<file path="src/rtl/prog_loader_if.sv">
// Byte-stream, memory-write and core-control bundle for the program loader.
// master is the host/memory/core side; slave is the loader itself.
interface prog_loader_if #(
    parameter int ADDR_W = 10
);
    logic              start;
    logic [7:0]        byte_in;
    logic              byte_valid;
    logic              byte_ready;
    logic              mem_we;
    logic [ADDR_W-1:0] mem_addr;
    logic [31:0]       mem_wdata;
    logic              cpu_halt;
    logic              cpu_start;
    logic              busy;
    logic              done;
    logic              err;

    modport master (
        output start, byte_in, byte_valid,
        input  byte_ready, mem_we, mem_addr, mem_wdata,
        input  cpu_halt, cpu_start, busy, done, err
    );

    modport slave (
        input  start, byte_in, byte_valid,
        output byte_ready, mem_we, mem_addr, mem_wdata,
        output cpu_halt, cpu_start, busy, done, err
    );
endinterface

</file>
<file path="src/rtl/prog_loader.sv">
// Loads a length-prefixed, XOR-checksummed word stream into instruction memory,
// holding the core halted until the image is verified, then pulses cpu_start.
module prog_loader #(
    parameter int ADDR_W    = 10,
    parameter int BASE_ADDR = 0
) (
    input  logic         clk1,
    input  logic         rst,
    prog_loader_if.slave bus
);
    typedef enum logic [2:0] {IDLE, LEN_HI, LEN_LO, DATA, CSUM, RUN, ERROR} state_t;

    localparam logic [ADDR_W-1:0] BASE     = ADDR_W'(BASE_ADDR);
    localparam logic [31:0]       CAPACITY = 32'd1 << ADDR_W;

    state_t            state_reg;
    logic [7:0]        len_hi_reg;
    logic [15:0]       len_reg;
    logic [15:0]       word_cnt_reg;
    logic [1:0]        byte_idx_reg;
    logic [23:0]       shift_reg;
    logic [7:0]        csum_reg;
    logic              mem_we_reg;
    logic [ADDR_W-1:0] mem_addr_reg;
    logic [31:0]       mem_wdata_reg;
    logic              cpu_halt_reg;
    logic              cpu_start_reg;
    logic              done_reg;
    logic              err_reg;

    logic        ready;
    logic        xfer;
    logic [15:0] n_full;
    logic        last_word;

    assign ready     = (state_reg == LEN_HI) || (state_reg == LEN_LO) ||
                       (state_reg == DATA)   || (state_reg == CSUM);
    assign xfer      = bus.byte_valid && ready;
    assign n_full    = {len_hi_reg, bus.byte_in};
    assign last_word = (word_cnt_reg == len_reg - 16'd1);

    always_ff @(posedge clk1 or posedge rst) begin
        if (rst) begin
            state_reg     <= IDLE;
            len_hi_reg    <= '0;
            len_reg       <= '0;
            word_cnt_reg  <= '0;
            byte_idx_reg  <= '0;
            shift_reg     <= '0;
            csum_reg      <= '0;
            mem_we_reg    <= 1'b0;
            mem_addr_reg  <= BASE;
            mem_wdata_reg <= '0;
            cpu_halt_reg  <= 1'b1;
            cpu_start_reg <= 1'b0;
            done_reg      <= 1'b0;
            err_reg       <= 1'b0;
        end else begin
            // Strobes are single-cycle unless re-asserted below.
            mem_we_reg    <= 1'b0;
            cpu_start_reg <= 1'b0;
            case (state_reg)
                IDLE: begin
                    if (bus.start) begin
                        state_reg    <= LEN_HI;
                        done_reg     <= 1'b0;
                        err_reg      <= 1'b0;
                        csum_reg     <= '0;
                        cpu_halt_reg <= 1'b1;
                    end
                end
                LEN_HI: begin
                    if (xfer) begin
                        len_hi_reg <= bus.byte_in;
                        state_reg  <= LEN_LO;
                    end
                end
                LEN_LO: begin
                    if (xfer) begin
                        len_reg      <= n_full;
                        word_cnt_reg <= '0;
                        byte_idx_reg <= '0;
                        if (32'(n_full) > CAPACITY) begin
                            state_reg <= ERROR;
                            err_reg   <= 1'b1;
                        end else if (n_full == 16'd0) begin
                            state_reg <= CSUM;
                        end else begin
                            state_reg <= DATA;
                        end
                    end
                end
                DATA: begin
                    if (xfer) begin
                        csum_reg     <= csum_reg ^ bus.byte_in;
                        shift_reg    <= {shift_reg[15:0], bus.byte_in};
                        byte_idx_reg <= byte_idx_reg + 2'd1;
                        if (byte_idx_reg == 2'd3) begin
                            mem_we_reg    <= 1'b1;
                            mem_wdata_reg <= {shift_reg, bus.byte_in};
                            mem_addr_reg  <= BASE + ADDR_W'(word_cnt_reg);
                            word_cnt_reg  <= word_cnt_reg + 16'd1;
                            if (last_word) begin
                                state_reg <= CSUM;
                            end
                        end
                    end
                end
                CSUM: begin
                    if (xfer) begin
                        if (bus.byte_in == csum_reg) begin
                            state_reg     <= RUN;
                            cpu_start_reg <= 1'b1;
                            cpu_halt_reg  <= 1'b0;
                            done_reg      <= 1'b1;
                        end else begin
                            state_reg <= ERROR;
                            err_reg   <= 1'b1;
                        end
                    end
                end
                RUN:     state_reg <= IDLE;
                ERROR:   state_reg <= IDLE;
                default: state_reg <= IDLE;
            endcase
        end
    end

    assign bus.byte_ready = ready;
    assign bus.busy       = ready;
    assign bus.mem_we     = mem_we_reg;
    assign bus.mem_addr   = mem_addr_reg;
    assign bus.mem_wdata  = mem_wdata_reg;
    assign bus.cpu_halt   = cpu_halt_reg;
    assign bus.cpu_start  = cpu_start_reg;
    assign bus.done       = done_reg;
    assign bus.err        = err_reg;
endmodule

</file>
<file path="src/flat_wrapper.sv">
// flat-port wrapper written by rule: the top's interface ports become plain ports
module prog_loader_flat 
#(
    parameter int ADDR_W    = 10,
    parameter int BASE_ADDR = 0
)
  (clk1, rst, bus_start, bus_byte_in, bus_byte_valid, bus_byte_ready, bus_mem_we, bus_mem_addr, bus_mem_wdata, bus_cpu_halt, bus_cpu_start, bus_busy, bus_done, bus_err);
  prog_loader_if #(.ADDR_W(ADDR_W)) bus_i ();
  input  logic clk1;
  input  logic rst;
  input wire logic [$bits(bus_i.start)-1:0] bus_start;
  input wire logic [$bits(bus_i.byte_in)-1:0] bus_byte_in;
  input wire logic [$bits(bus_i.byte_valid)-1:0] bus_byte_valid;
  output wire logic [$bits(bus_i.byte_ready)-1:0] bus_byte_ready;
  output wire logic [$bits(bus_i.mem_we)-1:0] bus_mem_we;
  output wire logic [$bits(bus_i.mem_addr)-1:0] bus_mem_addr;
  output wire logic [$bits(bus_i.mem_wdata)-1:0] bus_mem_wdata;
  output wire logic [$bits(bus_i.cpu_halt)-1:0] bus_cpu_halt;
  output wire logic [$bits(bus_i.cpu_start)-1:0] bus_cpu_start;
  output wire logic [$bits(bus_i.busy)-1:0] bus_busy;
  output wire logic [$bits(bus_i.done)-1:0] bus_done;
  output wire logic [$bits(bus_i.err)-1:0] bus_err;
  assign bus_i.start = bus_start;
  assign bus_i.byte_in = bus_byte_in;
  assign bus_i.byte_valid = bus_byte_valid;
  assign bus_byte_ready = bus_i.byte_ready;
  assign bus_mem_we = bus_i.mem_we;
  assign bus_mem_addr = bus_i.mem_addr;
  assign bus_mem_wdata = bus_i.mem_wdata;
  assign bus_cpu_halt = bus_i.cpu_halt;
  assign bus_cpu_start = bus_i.cpu_start;
  assign bus_busy = bus_i.busy;
  assign bus_done = bus_i.done;
  assign bus_err = bus_i.err;
  prog_loader #(.ADDR_W(ADDR_W), .BASE_ADDR(BASE_ADDR)) u_core (.clk1(clk1), .rst(rst), .bus(bus_i));
endmodule
</file>
<file path="config.mk">
export PLATFORM = sky130hd
export DESIGN_NAME = prog_loader_flat
export DESIGN_NICKNAME = d
export VERILOG_FILES = /design/src/rtl/prog_loader_if.sv /design/src/rtl/prog_loader.sv /design/src/flat_wrapper.sv
export SDC_FILE = /design/constraint.sdc
export NUM_CORES = 1
export LEC_CHECK = 0
export ABC_CLOCK_PERIOD_IN_PS = 4600
export BUFFER_PORTS_ARGS = -buffer_cell sky130_fd_sc_hd__buf_2
export CAP_MARGIN = 20
export CORE_MARGIN = 2
export CORE_UTILIZATION = 61
export CTS_BUF_LIST = sky130_fd_sc_hd__clkbuf_4
export DETAILED_ROUTE_END_ITERATION = 10
export PLACE_DENSITY_LB_ADDON = 0.05
export SYNTH_ARGS = -nofsm -noshare
export SYNTH_HDL_FRONTEND = slang
export SYNTH_SLANG_ARGS = --single-unit
</file>
<file path="constraint.sdc">
create_clock -name clk1 -period 4.6 [get_ports clk1]
set_clock_uncertainty 0.05 [all_clocks]
set_input_delay 0.69 -clock clk1 [delete_from_list [all_inputs] [get_ports clk1]]
set_output_delay 0.69 -clock clk1 [all_outputs]
set_load 0.005 [all_outputs]
</file>
==> results list <==
- The run finished with clean final reports.
- The most used flip-flop cell after synthesis is dfrtp_1.
* Number of failing hold endpoints at the final stage: 0
- Complex-gate fraction of the synthesized area: 0.0841
- The first global-routing pass estimated roughly 21,000 um of wire.
* Async SR Flop Fraction: 1.00
* Die outline area: approximately 10,000 um2
- Post-synthesis cell count: around 620
- The final route contains 4,638 vias.
- Maximum clock path buffer count: 2
* Setup crit start kind: flip-flop
* Post-synth EDFFs: 0
- Based on the critical path, the design can be clocked at up to around 0.35 GHz.
* Setup slack of the critical path after layout: ~1.8 ns
* Slew margin rel.: 0.348
* Largest net degree at the start of global routing: between 60 and 70
- Setup repair after global routing left no endpoint under its margin.
- The die is slightly above 100 um tall.
- By area the synthesized netlist is led by dfrtp_1, nand2_1, xnor2_1, mux2_2, o21ai_0.
- Yosys warnings: 0
- The number of clock buffers added by TritonCTS is 17.
* Total global routing track utilization: 0.267
- Worst ir drop on vdd: 337 uV
* Initial core utilization: 0.624
- Core box area: a little over 9000 um2
- Simple-gate area share of the yosys netlist: 0.235
- The setup path with the least slack is of type flip-flop to flip-flop.
* Most frequently used cell type in the post-synthesis netlist: nand2_1
* Number of setup buffers added after CTS: 0
* DRC viols: 0
- Dividing total power by cell area gives a power density of approximately 530 nW/um2.
- Relative area change from synthesis to final layout: 11.4%
- Proportion of synthesized area in mux cells: 0.0410
* Path category of the worst min-delay check: input port to async pin
- Of the cells placed in the final design, the portion with a size suffix greater than 1 is 0.189.
- Clock tree from TritonCTS: built
* Clock Root Buffer: clkbuf_4
- Mean cell area of the mapped netlist: around 9 um2
- Worst EP required: a little under 5 ns
* Total Wirelength: approximately 13,000 um
- Setup total negative slack on the finished layout was measured at 0 ns.
- Top cell type's share of synthesized area: 0.536
- Worst-case setup slack after placement: 1.63 ns
- Top-level port count: between 60 and 70
- The via count of the first global-routing pass came to between 4k and 5k.
- Of the total synthesized cell area, the portion taken by XOR and XNOR cells is 0.0610.
* Netlist cell types: between 50 and 60
- By count the netlist is led by nand2_1, dfrtp_1, nor2_1.
* Total of hold buffers inserted after clock tree synthesis: 0
* Leak pwr: 0.00321 uW
* Total of endpoints with negative setup slack in the final report: 0
* Sequential-to-total area share from yosys stat: 0.541
- Routed WL per cell: around 16 um
- HPWL after detailed placement: 8640 um
- Clock latency on the worst-skew pair, taken at its later pin, is about 0.54 ns.
- 0 antenna diodes ended up in the layout.
* Residual antenna-violating net count after detailed routing: 0
* Critical path data arrival time: 3.19 ns
- For the pin with the worst max-slew slack, the measured transition is between 0.9 and 1 ns.
- Count of nets after finishing: 694
- Netlist area before placement: 5740 um2
- Standard-cell rows: 35
- By area, the combinational part of the netlist is dominated by simple AND/OR/NAND/NOR gates.
* Vias per cell: 5.78
- In this run, synthesis produced a sequential element count of around 120.
- Counting every sink on the clock net gives about 120.
- The worst setup path is captured at a flip-flop.
- The register with the most flip-flops in the layout has 32 of them.
- Clock-pin slew was measured on the worst setup and hold paths at about 0.12 ns.
- After the first detailed-routing iteration, the DRC count stood at 293.
- Number of antenna violations at the first check in global routing: 0
* Gates resized, CTS repair: 0
- Placer's final routability congestion estimate: just under 0.9
- Dividing the final minimum period by the clock period gives 0.619.
* Maxcap violations: 0
- H-tree lvl count: 4
- Chip Width: 101 um
* TritonRoute pass-1 iters: 5
* Period minus WS final: about 2.8 ns
* Maximum fanout along the worst path: 7
- PortBufs: 60
- Max-slew violations: 0
- Adder-cell share of the synthesized area: 0.00654
- Global routing finished with a remaining overflow of 0.
- Syn Nets: approximately 640
- Of all cell types, the one taking the most synthesized area is dfrtp_1.
==> worst max-delay path, stage by stage (launching register included) <==
cell and delay, ns:
dfrtp_1 0.45, inv_1 0.10, ha_1 0.24, nor3b_1 0.75, nand4b_1 0.23, xnor2_1 0.26
nand4_1 0.16, nor4_2 0.34, o21ai_0 0.15
==> final timing paths <==
kind                                            to                    from  slack [ns]  cells past startpoint
setup / recovery               u_core.state_reg[1]       u_core.len_reg[0]        1.75                      8
max in group asynchronous   u_core.bus.mem_addr[3]                     rst        3.31                      3
hold reg to reg             u_core.bus.mem_addr[1]  u_core.bus.mem_addr[1]        0.43                      2
setup reg to reg               u_core.state_reg[1]       u_core.len_reg[0]        1.75                      8
min in group clk1          u_core.bus.mem_wdata[5]          bus_byte_in[5]        0.40                      3
hold / removal              u_core.bus.mem_addr[8]                     rst        0.25                      2
==> layer usage <==
metal / share of wire / global-route usage / wire length [um]
met5: 0 / 0 / 0
met1: 0.43 / 0.355 / 5510
met2: 0.50 / 0.430 / 6390
met3: 0.049 / 0.0666 / 628
met4: 0.016 / 0.0967 / 208
==> layout by cell type, fill, tap and decap left out, types with 9 or more instances in the layout <==
| master | instances |
|---|---|
| inv_1 | 9 |
| xor2_1 | 13 |
| buf_2 | 60 |
| dfrtp_1 | 123 |
| nand4_1 | 9 |
| nand2_1 | 219 |
| a21oi_1 | 14 |
| nor2_1 | 37 |
| nand3_1 | 14 |
| clkbuf_4 | 17 |
| mux2_2 | 20 |
| xnor2_1 | 27 |
| o21ai_0 | 35 |
==> cells by family (layout without fill, tap and decap cells) <==
family,Yosys count,count (layout)
AO/OA/AOI/OAI,77,77
XOR/XNOR,40,40
adder cells (fa/ha/maj),3,3
buffers and inverters,42,111
flip-flops,124,124
multiplexers,21,21
AND/OR/NAND/NOR,316,316
==> stage by stage <==
step	power (uW)	instances	hold WS, ns	util	cell area (um2)
floorplan	2310	623	0.389	-	5740
global placement	2610	770	0.402	0.663	6090
detailed placement	2660	770	0.406	0.663	6090
CTS	3390	802	0.262	0.693	6370
global route	3610	803	0.286	0.696	6400
finish	3370	803	0.250	0.696	6400
==> cell type report <==
| class | instances | area, um2 |
|---|---|---|
| inverters | 12 | 47.5 |
| flip-flops and latches | 124 | 3100 |
| repair buffers | 67 | 373 |
| multi-input cells | 457 | 2460 |
| clock inverters | 15 | 146 |
| clock buffers | 17 | 128 |
| well taps | 111 | 139 |
| fillers | 747 | 2800 |
==> where the power goes <==
part / total [uW] / internal (uW) / leakage [uW] / switching (uW)
registers: 1670 / 1390 / 0.00158 / 277
logic: 974 / 460 / 0.00147 / 514
clock network: 732 / 245 / 0.000151 / 487
total: 3370 / 2100 / 0.00321 / 1280
Note: power is estimated with default switching activity, not from simulation.
